**config.mk**
```make
export PLATFORM = sky130hd
export DESIGN_NAME = lsu
export DESIGN_NICKNAME = d
export VERILOG_FILES = /design/src/rtl/lsu.sv
export SDC_FILE = /design/constraint.sdc
export NUM_CORES = 1
export LEC_CHECK = 0
export ABC_AREA = 1
export BUFFER_PORTS_ARGS = -buffer_cell sky130_fd_sc_hd__buf_4
export CORE_ASPECT_RATIO = 1.2
export CORE_MARGIN = 10
export CORE_UTILIZATION = 33
export DETAILED_ROUTE_END_ITERATION = 10
export PLACE_DENSITY = 0.6
export SLEW_MARGIN = 20
export SYNTH_ARGS = -nofsm -noshare
export SYNTH_HDL_FRONTEND = slang
export SYNTH_SLANG_ARGS = --single-unit
```
**constraint.sdc**
```tcl
create_clock -name sys_clk -period 10.1 [get_ports sys_clk]
set_input_delay 0.505 -clock sys_clk [delete_from_list [all_inputs] [get_ports sys_clk]]
set_output_delay 0.505 -clock sys_clk [all_outputs]
set_load 0.01 [all_outputs]
```
**src/rtl/lsu.sv**
```systemverilog
// rtl/lsu.sv - load/store unit bridging execute-stage requests to the word-wide MMU port
//
// Purpose: turns B/H/W/BU/HU loads and B/H/W stores into aligned word accesses.
// Loads are sign/zero-extended, sub-word stores are done by read-modify-write.
// Misaligned or illegal requests are answered with rsp_err without any memory access.
//
// Ports:
//   sys_clk, sys_rst                  clock, asynchronous active-high reset
//   req_valid/req_ready               request handshake (ready only in IDLE)
//   req_we, req_funct3                store flag, access type
//   req_addr, req_wdata               byte address, store data (low bits)
//   rsp_valid, rsp_err, rsp_rdata     one-cycle completion pulse with status and load data
//   mem_op, mem_rw, mem_addr          MMU command, direction, word-aligned address
//   mem_data_w, mem_data_r            MMU write data, read data (valid the cycle after a read)
module lsu #(
    parameter int ADDR_WIDTH = 32,
    parameter int DATA_WIDTH = 32
) (
    input  logic                  sys_clk,
    input  logic                  sys_rst,
    input  logic                  req_valid,
    output logic                  req_ready,
    input  logic                  req_we,
    input  logic [2:0]            req_funct3,
    input  logic [ADDR_WIDTH-1:0] req_addr,
    input  logic [DATA_WIDTH-1:0] req_wdata,
    output logic                  rsp_valid,
    output logic                  rsp_err,
    output logic [DATA_WIDTH-1:0] rsp_rdata,
    output logic                  mem_op,
    output logic                  mem_rw,
    output logic [ADDR_WIDTH-1:0] mem_addr,
    output logic [DATA_WIDTH-1:0] mem_data_w,
    input  logic [DATA_WIDTH-1:0] mem_data_r
);

    localparam logic [2:0] F3_B  = 3'b000;
    localparam logic [2:0] F3_H  = 3'b001;
    localparam logic [2:0] F3_W  = 3'b010;
    localparam logic [2:0] F3_BU = 3'b100;
    localparam logic [2:0] F3_HU = 3'b101;

    typedef enum logic [2:0] {
        IDLE  = 3'd0,
        RD    = 3'd1,
        RWAIT = 3'd2,
        WR    = 3'd3,
        RSP   = 3'd4
    } state_t;

    state_t                  state;
    logic                    we_q;
    logic [2:0]              f3_q;
    logic [1:0]              lane_q;
    logic [DATA_WIDTH-1:0]   wdata_q;

    logic                    bad;
    logic [7:0]              byte_sel;
    logic [15:0]             half_sel;
    logic [DATA_WIDTH-1:0]   load_ext;
    logic [DATA_WIDTH-1:0]   merged;

    // Legality of the incoming request; only consulted on the acceptance edge.
    always_comb begin
        bad = 1'b0;
        case (req_funct3)
            F3_B:    bad = 1'b0;
            F3_H:    bad = req_addr[0];
            F3_W:    bad = (req_addr[1:0] != 2'b00);
            F3_BU:   bad = req_we;
            F3_HU:   bad = req_we | req_addr[0];
            default: bad = 1'b1;
        endcase
    end

    // The read word is consumed on the edge that ends RWAIT, so the extracted
    // load result and the merged store word are registered straight from mem_data_r.
    always_comb begin
        byte_sel = mem_data_r[7:0];
        case (lane_q)
            2'd0:    byte_sel = mem_data_r[7:0];
            2'd1:    byte_sel = mem_data_r[15:8];
            2'd2:    byte_sel = mem_data_r[23:16];
            default: byte_sel = mem_data_r[31:24];
        endcase
        half_sel = lane_q[1] ? mem_data_r[31:16] : mem_data_r[15:0];

        load_ext = mem_data_r;
        case (f3_q)
            F3_B:    load_ext = {{(DATA_WIDTH-8){byte_sel[7]}}, byte_sel};
            F3_BU:   load_ext = {{(DATA_WIDTH-8){1'b0}}, byte_sel};
            F3_H:    load_ext = {{(DATA_WIDTH-16){half_sel[15]}}, half_sel};
            F3_HU:   load_ext = {{(DATA_WIDTH-16){1'b0}}, half_sel};
            default: load_ext = mem_data_r;
        endcase

        merged = mem_data_r;
        case (f3_q)
            F3_B: begin
                case (lane_q)
                    2'd0:    merged[7:0]   = wdata_q[7:0];
                    2'd1:    merged[15:8]  = wdata_q[7:0];
                    2'd2:    merged[23:16] = wdata_q[7:0];
                    default: merged[31:24] = wdata_q[7:0];
                endcase
            end
            F3_H: begin
                if (lane_q[1]) merged[31:16] = wdata_q[15:0];
                else           merged[15:0]  = wdata_q[15:0];
            end
            default: merged = wdata_q;
        endcase
    end

    always_ff @(posedge sys_clk or posedge sys_rst) begin
        if (sys_rst) begin
            state      <= IDLE;
            req_ready  <= 1'b1;
            rsp_valid  <= 1'b0;
            rsp_err    <= 1'b0;
            rsp_rdata  <= '0;
            mem_op     <= 1'b0;
            mem_rw     <= 1'b0;
            mem_addr   <= '0;
            mem_data_w <= '0;
            we_q       <= 1'b0;
            f3_q       <= '0;
            lane_q     <= '0;
            wdata_q    <= '0;
        end else begin
            case (state)
                IDLE: begin
                    if (req_valid && req_ready) begin
                        we_q      <= req_we;
                        f3_q      <= req_funct3;
                        lane_q    <= req_addr[1:0];
                        wdata_q   <= req_wdata;
                        mem_addr  <= {req_addr[ADDR_WIDTH-1:2], 2'b00};
                        req_ready <= 1'b0;
                        if (bad) begin
                            state     <= RSP;
                            rsp_valid <= 1'b1;
                            rsp_err   <= 1'b1;
                            rsp_rdata <= '0;
                        end else if (req_we && req_funct3 == F3_W) begin
                            // Full-word store needs no read; go straight to the write.
                            state      <= WR;
                            mem_op     <= 1'b1;
                            mem_rw     <= 1'b1;
                            mem_data_w <= req_wdata;
                        end else begin
                            state  <= RD;
                            mem_op <= 1'b1;
                            mem_rw <= 1'b0;
                        end
                    end
                end
                RD: begin
                    state  <= RWAIT;
                    mem_op <= 1'b0;
                    mem_rw <= 1'b0;
                end
                RWAIT: begin
                    if (we_q) begin
                        state      <= WR;
                        mem_op     <= 1'b1;
                        mem_rw     <= 1'b1;
                        mem_data_w <= merged;
                    end else begin
                        state     <= RSP;
                        rsp_valid <= 1'b1;
                        rsp_err   <= 1'b0;
                        rsp_rdata <= load_ext;
                    end
                end
                WR: begin
                    state     <= RSP;
                    mem_op    <= 1'b0;
                    mem_rw    <= 1'b0;
                    rsp_valid <= 1'b1;
                    rsp_err   <= 1'b0;
                    rsp_rdata <= '0;
                end
                RSP: begin
                    state     <= IDLE;
                    req_ready <= 1'b1;
                    rsp_valid <= 1'b0;
                    rsp_err   <= 1'b0;
                    rsp_rdata <= '0;
                end
                default: begin
                    state     <= IDLE;
                    req_ready <= 1'b1;
                    rsp_valid <= 1'b0;
                    rsp_err   <= 1'b0;
                    rsp_rdata <= '0;
                    mem_op    <= 1'b0;
                    mem_rw    <= 1'b0;
                end
            endcase
        end
    end

endmodule

```
==> flow_summary.toml <==
[status]
status = "finished, final reports clean"

[sta]
slew_margin_rel = 0.298
setup-violations-final = 0
maxSlewViolCount = 0
skew_ns = 0.00970
final_min_period_over_clock_period = 0.275
final.hold.worst_slack_ns = 0.188
fmax_ghz = 0.360
worst_pin_slew_ns = 1.05
fin_setup_tns_ns = 0
grt_setup_unrepaired = "false"
finalHoldViolations = 0
fin_crit_ns = 2.78

[synthesis]
syn_area_mm2 = 0.00809
netlist.area_leader.share = 0.430
yosys.area_share.adder = 0
post_synth_xor_area_fraction = 0
synthTopCellsByArea = "dfrtp_1, nand2_1, nor2_1, mux2_2, nand3_1"
synth_warnings = 0
synth.top_cells.by_count = "nand2_1, nor2_1, dfrtp_1"
ys_types = 27
synth_top_family_by_area = "simple AND/OR/NAND/NOR gates"
synth_seq_cells = 140
synth_simple_gate_area_frac = 0.344
netlist_instances = 1121
synth_compound_area_frac = 0.0742
synthMuxAreaShare = 0.0766
post-synth-top-area-cell = "dfrtp_1"
syn_area_per_cell_um2 = 7.22
postSynth.topFlopCell = "dfrtp_1"
async_flop_share = 1.00
register_area_share_after_synthesis = 0.433
most_repeated_cell_in_the_gate_level_netlist_after_synthesis = "nand2_1"
synth_enable_flop_cells = 0

[placement]
place_hpwl_um = 20500
finalWeightedCongestion = 0.910
portBuffers = 201

[route]
top_signal_layer_used = "met4"
wirelength_met1_um = 11500
vias = 7986
detail-route-antenna-nets = 0
post-route-drc-count = 0
drt_iter0_markers = 644
wl_per_cell_um = 17.4
met2_length_um = 13300
met3RoutedLength_um = 2560
post_drt_via_cell_ratio = 4.93
firstDrtPassIters = 5
wirelength_um = 28100

[setup_path]
reg2reg_setup_slack_ns = 7.32
category_of_the_worst_setup_path_capture_point = "flop"
critPathArrivalTime_ns = 3.10
critPathLaunchType = "flop"
worstSetupPathDepth = 10
worst_r2r_endpoint = "mem_data_w[6]"
required_ns = 10.42
max_stage_delay_ns = 0.71
timing.critical_path.max_delay_family = "buffers and inverters"
reg2reg_path_depth = 10
critical_path.slowest_cell = "buf_4"
worstPathCellList = "buf_4 -> inv_2 -> nand2_1 -> nand2_1 -> nand3_1 -> nand2_1 -> nor2_1 -> nor2_1 -> nand2_1 -> nand2_1"
critPathBufInv = 2
critPathKind = "reg -> reg"
cell_type_with_the_highest_occurrence_count_on_the_critical_path = "nand2_1"
r2r-start = "lane_q[1]"
crit_path_max_fanout = 99

[floorplan]
core_area_mm2 = 0.0240
io_pins = 204
floorplan.rows = 62
die_h_um = 192
design.die.area_mm2 = 0.0312
initial_utilization = 0.336
die-width_um = 163

[grt]
gr-total-overflow = 0
first_pass_grt_wire_length_um = 44200
pin_count_of_the_biggest_net_entering_global_routing = 100
vias_in_the_first_global_route = 7975
grt_usage = 0.179
number_of_antenna_violations_at_the_first_check_in_global_routing = 2

[clock_network]
ctsLongestPathBuffers = 2
cts.clk_slew.worst_paths_ns = 0.06
cts_inserted_buffers = 17
clockRootBuffer = "clkbuf_16"
h_tree_levels = 4
hold_buffers = 0
clock-sinks = 140
post_cts.resized_instances = 0
post_cts_setup_buffer_count = 0
clk-insertion-delay-late_ns = 0.43
cts_tree = "built"

[power]
static-leakage-power_nw = 5.19
vdd.ir_drop.worst_mv = 0.125
power_per_cell_area_mw_per_mm2 = 298

[cells_and_area]
finalNetCount = 1387
area_delta_synth_final_pct = 28.0
layout-drive-gt1-share = 0.247

[hold_path]
hold_path.class = "in -> async"

[run]
maxCapViolCount = 0
==> stage by stage <==
stage          instances  power, mW  utilization  cell area (µm²)  setup slack [ns]
5_1_grt             1618       3.34        0.431            10400              7.12
6_report            1619       3.09        0.431            10400              7.32
3_5_place_dp        1585       2.44        0.405             9740              7.26
4_1_cts             1617       3.12        0.430            10300              7.24
2_1_floorplan       1122       1.92            -             8090              5.84
3_3_place_gp        1585       2.42        0.405             9740              7.30
==> worst reg2reg max path: stages, from the launching register on <==
cell and delay, ns:
dfrtp_2 0.34, buf_4 0.71, inv_2 0.57, nand2_1 0.43, nand2_1 0.10, nand3_1 0.10, nand2_1 0.06, nor2_1 0.20
nor2_1 0.06, nand2_1 0.06, nand2_1 0.05
==> layout by cell type, fill, tap and decap left out, types with 4 or more instances in the layout <==
master	netlist	layout
o211ai_1	7	7
a21oi_1	38	38
nand3_1	111	111
o21ai_0	55	55
inv_1	52	51
mux2_2	55	55
inv_6	0	4
o21ai_1	15	15
dfrtp_1	139	138
inv_2	7	7
clkbuf_16	0	17
buf_4	12	211
nand2_1	391	390
nor2_1	167	167
==> worst max path at each step <==
stage,from,end,slack (ns)
after floorplan,sys_rst,f3_q[0],5.84
after global placement,state[2],rsp_rdata[30],7.30
after detailed placement,state[0],rsp_rdata[8],7.26
after CTS,state[2],rsp_rdata[8],7.24
after global routing,lane_q[1],mem_data_w[6],7.12
final,lane_q[1],mem_data_w[6],7.32
==> state kept, by name, summed over array words and instances, names as in the netlist, 2 cells and up <==
signal	flops
lane_q	2
f3_q	3
mem_addr	30
wdata_q	32
mem_data_w	32
state	3
rsp_rdata	32
==> per-layer routing <==
layer / up-vias / track usage
met3: 38 / 0.0603
met5: - / 0
met1: 3765 / 0.217
li1: 3899 / -
met2: 284 / 0.290
met4: 0 / 0.0656
==> power breakdown <==
group          switching [mW]  internal, mW  leakage, nW
clock                   0.264         0.397        0.294
sequential              0.154         0.804         1.75
combinational           0.877         0.593         3.15
==> cell families after synthesis <==
family / after synthesis
AO/OA/AOI/OAI: 116
buffers and inverters: 127
flip-flops: 140
multiplexers: 55
other: 1
AND/OR/NAND/NOR: 682
==> cell type report <==
cell class | count | area, µm²
tap | 320 | 400
inverter | 59 | 226
timing repair buffer | 211 | 1580
fill | 2567 | 13700
antenna | 2 | 5.00
clock inverter | 13 | 164
multi-input combinational | 855 | 4030
clock buffer | 19 | 443
sequential | 140 | 3510
Note: power is estimated with default switching activity, not from simulation.
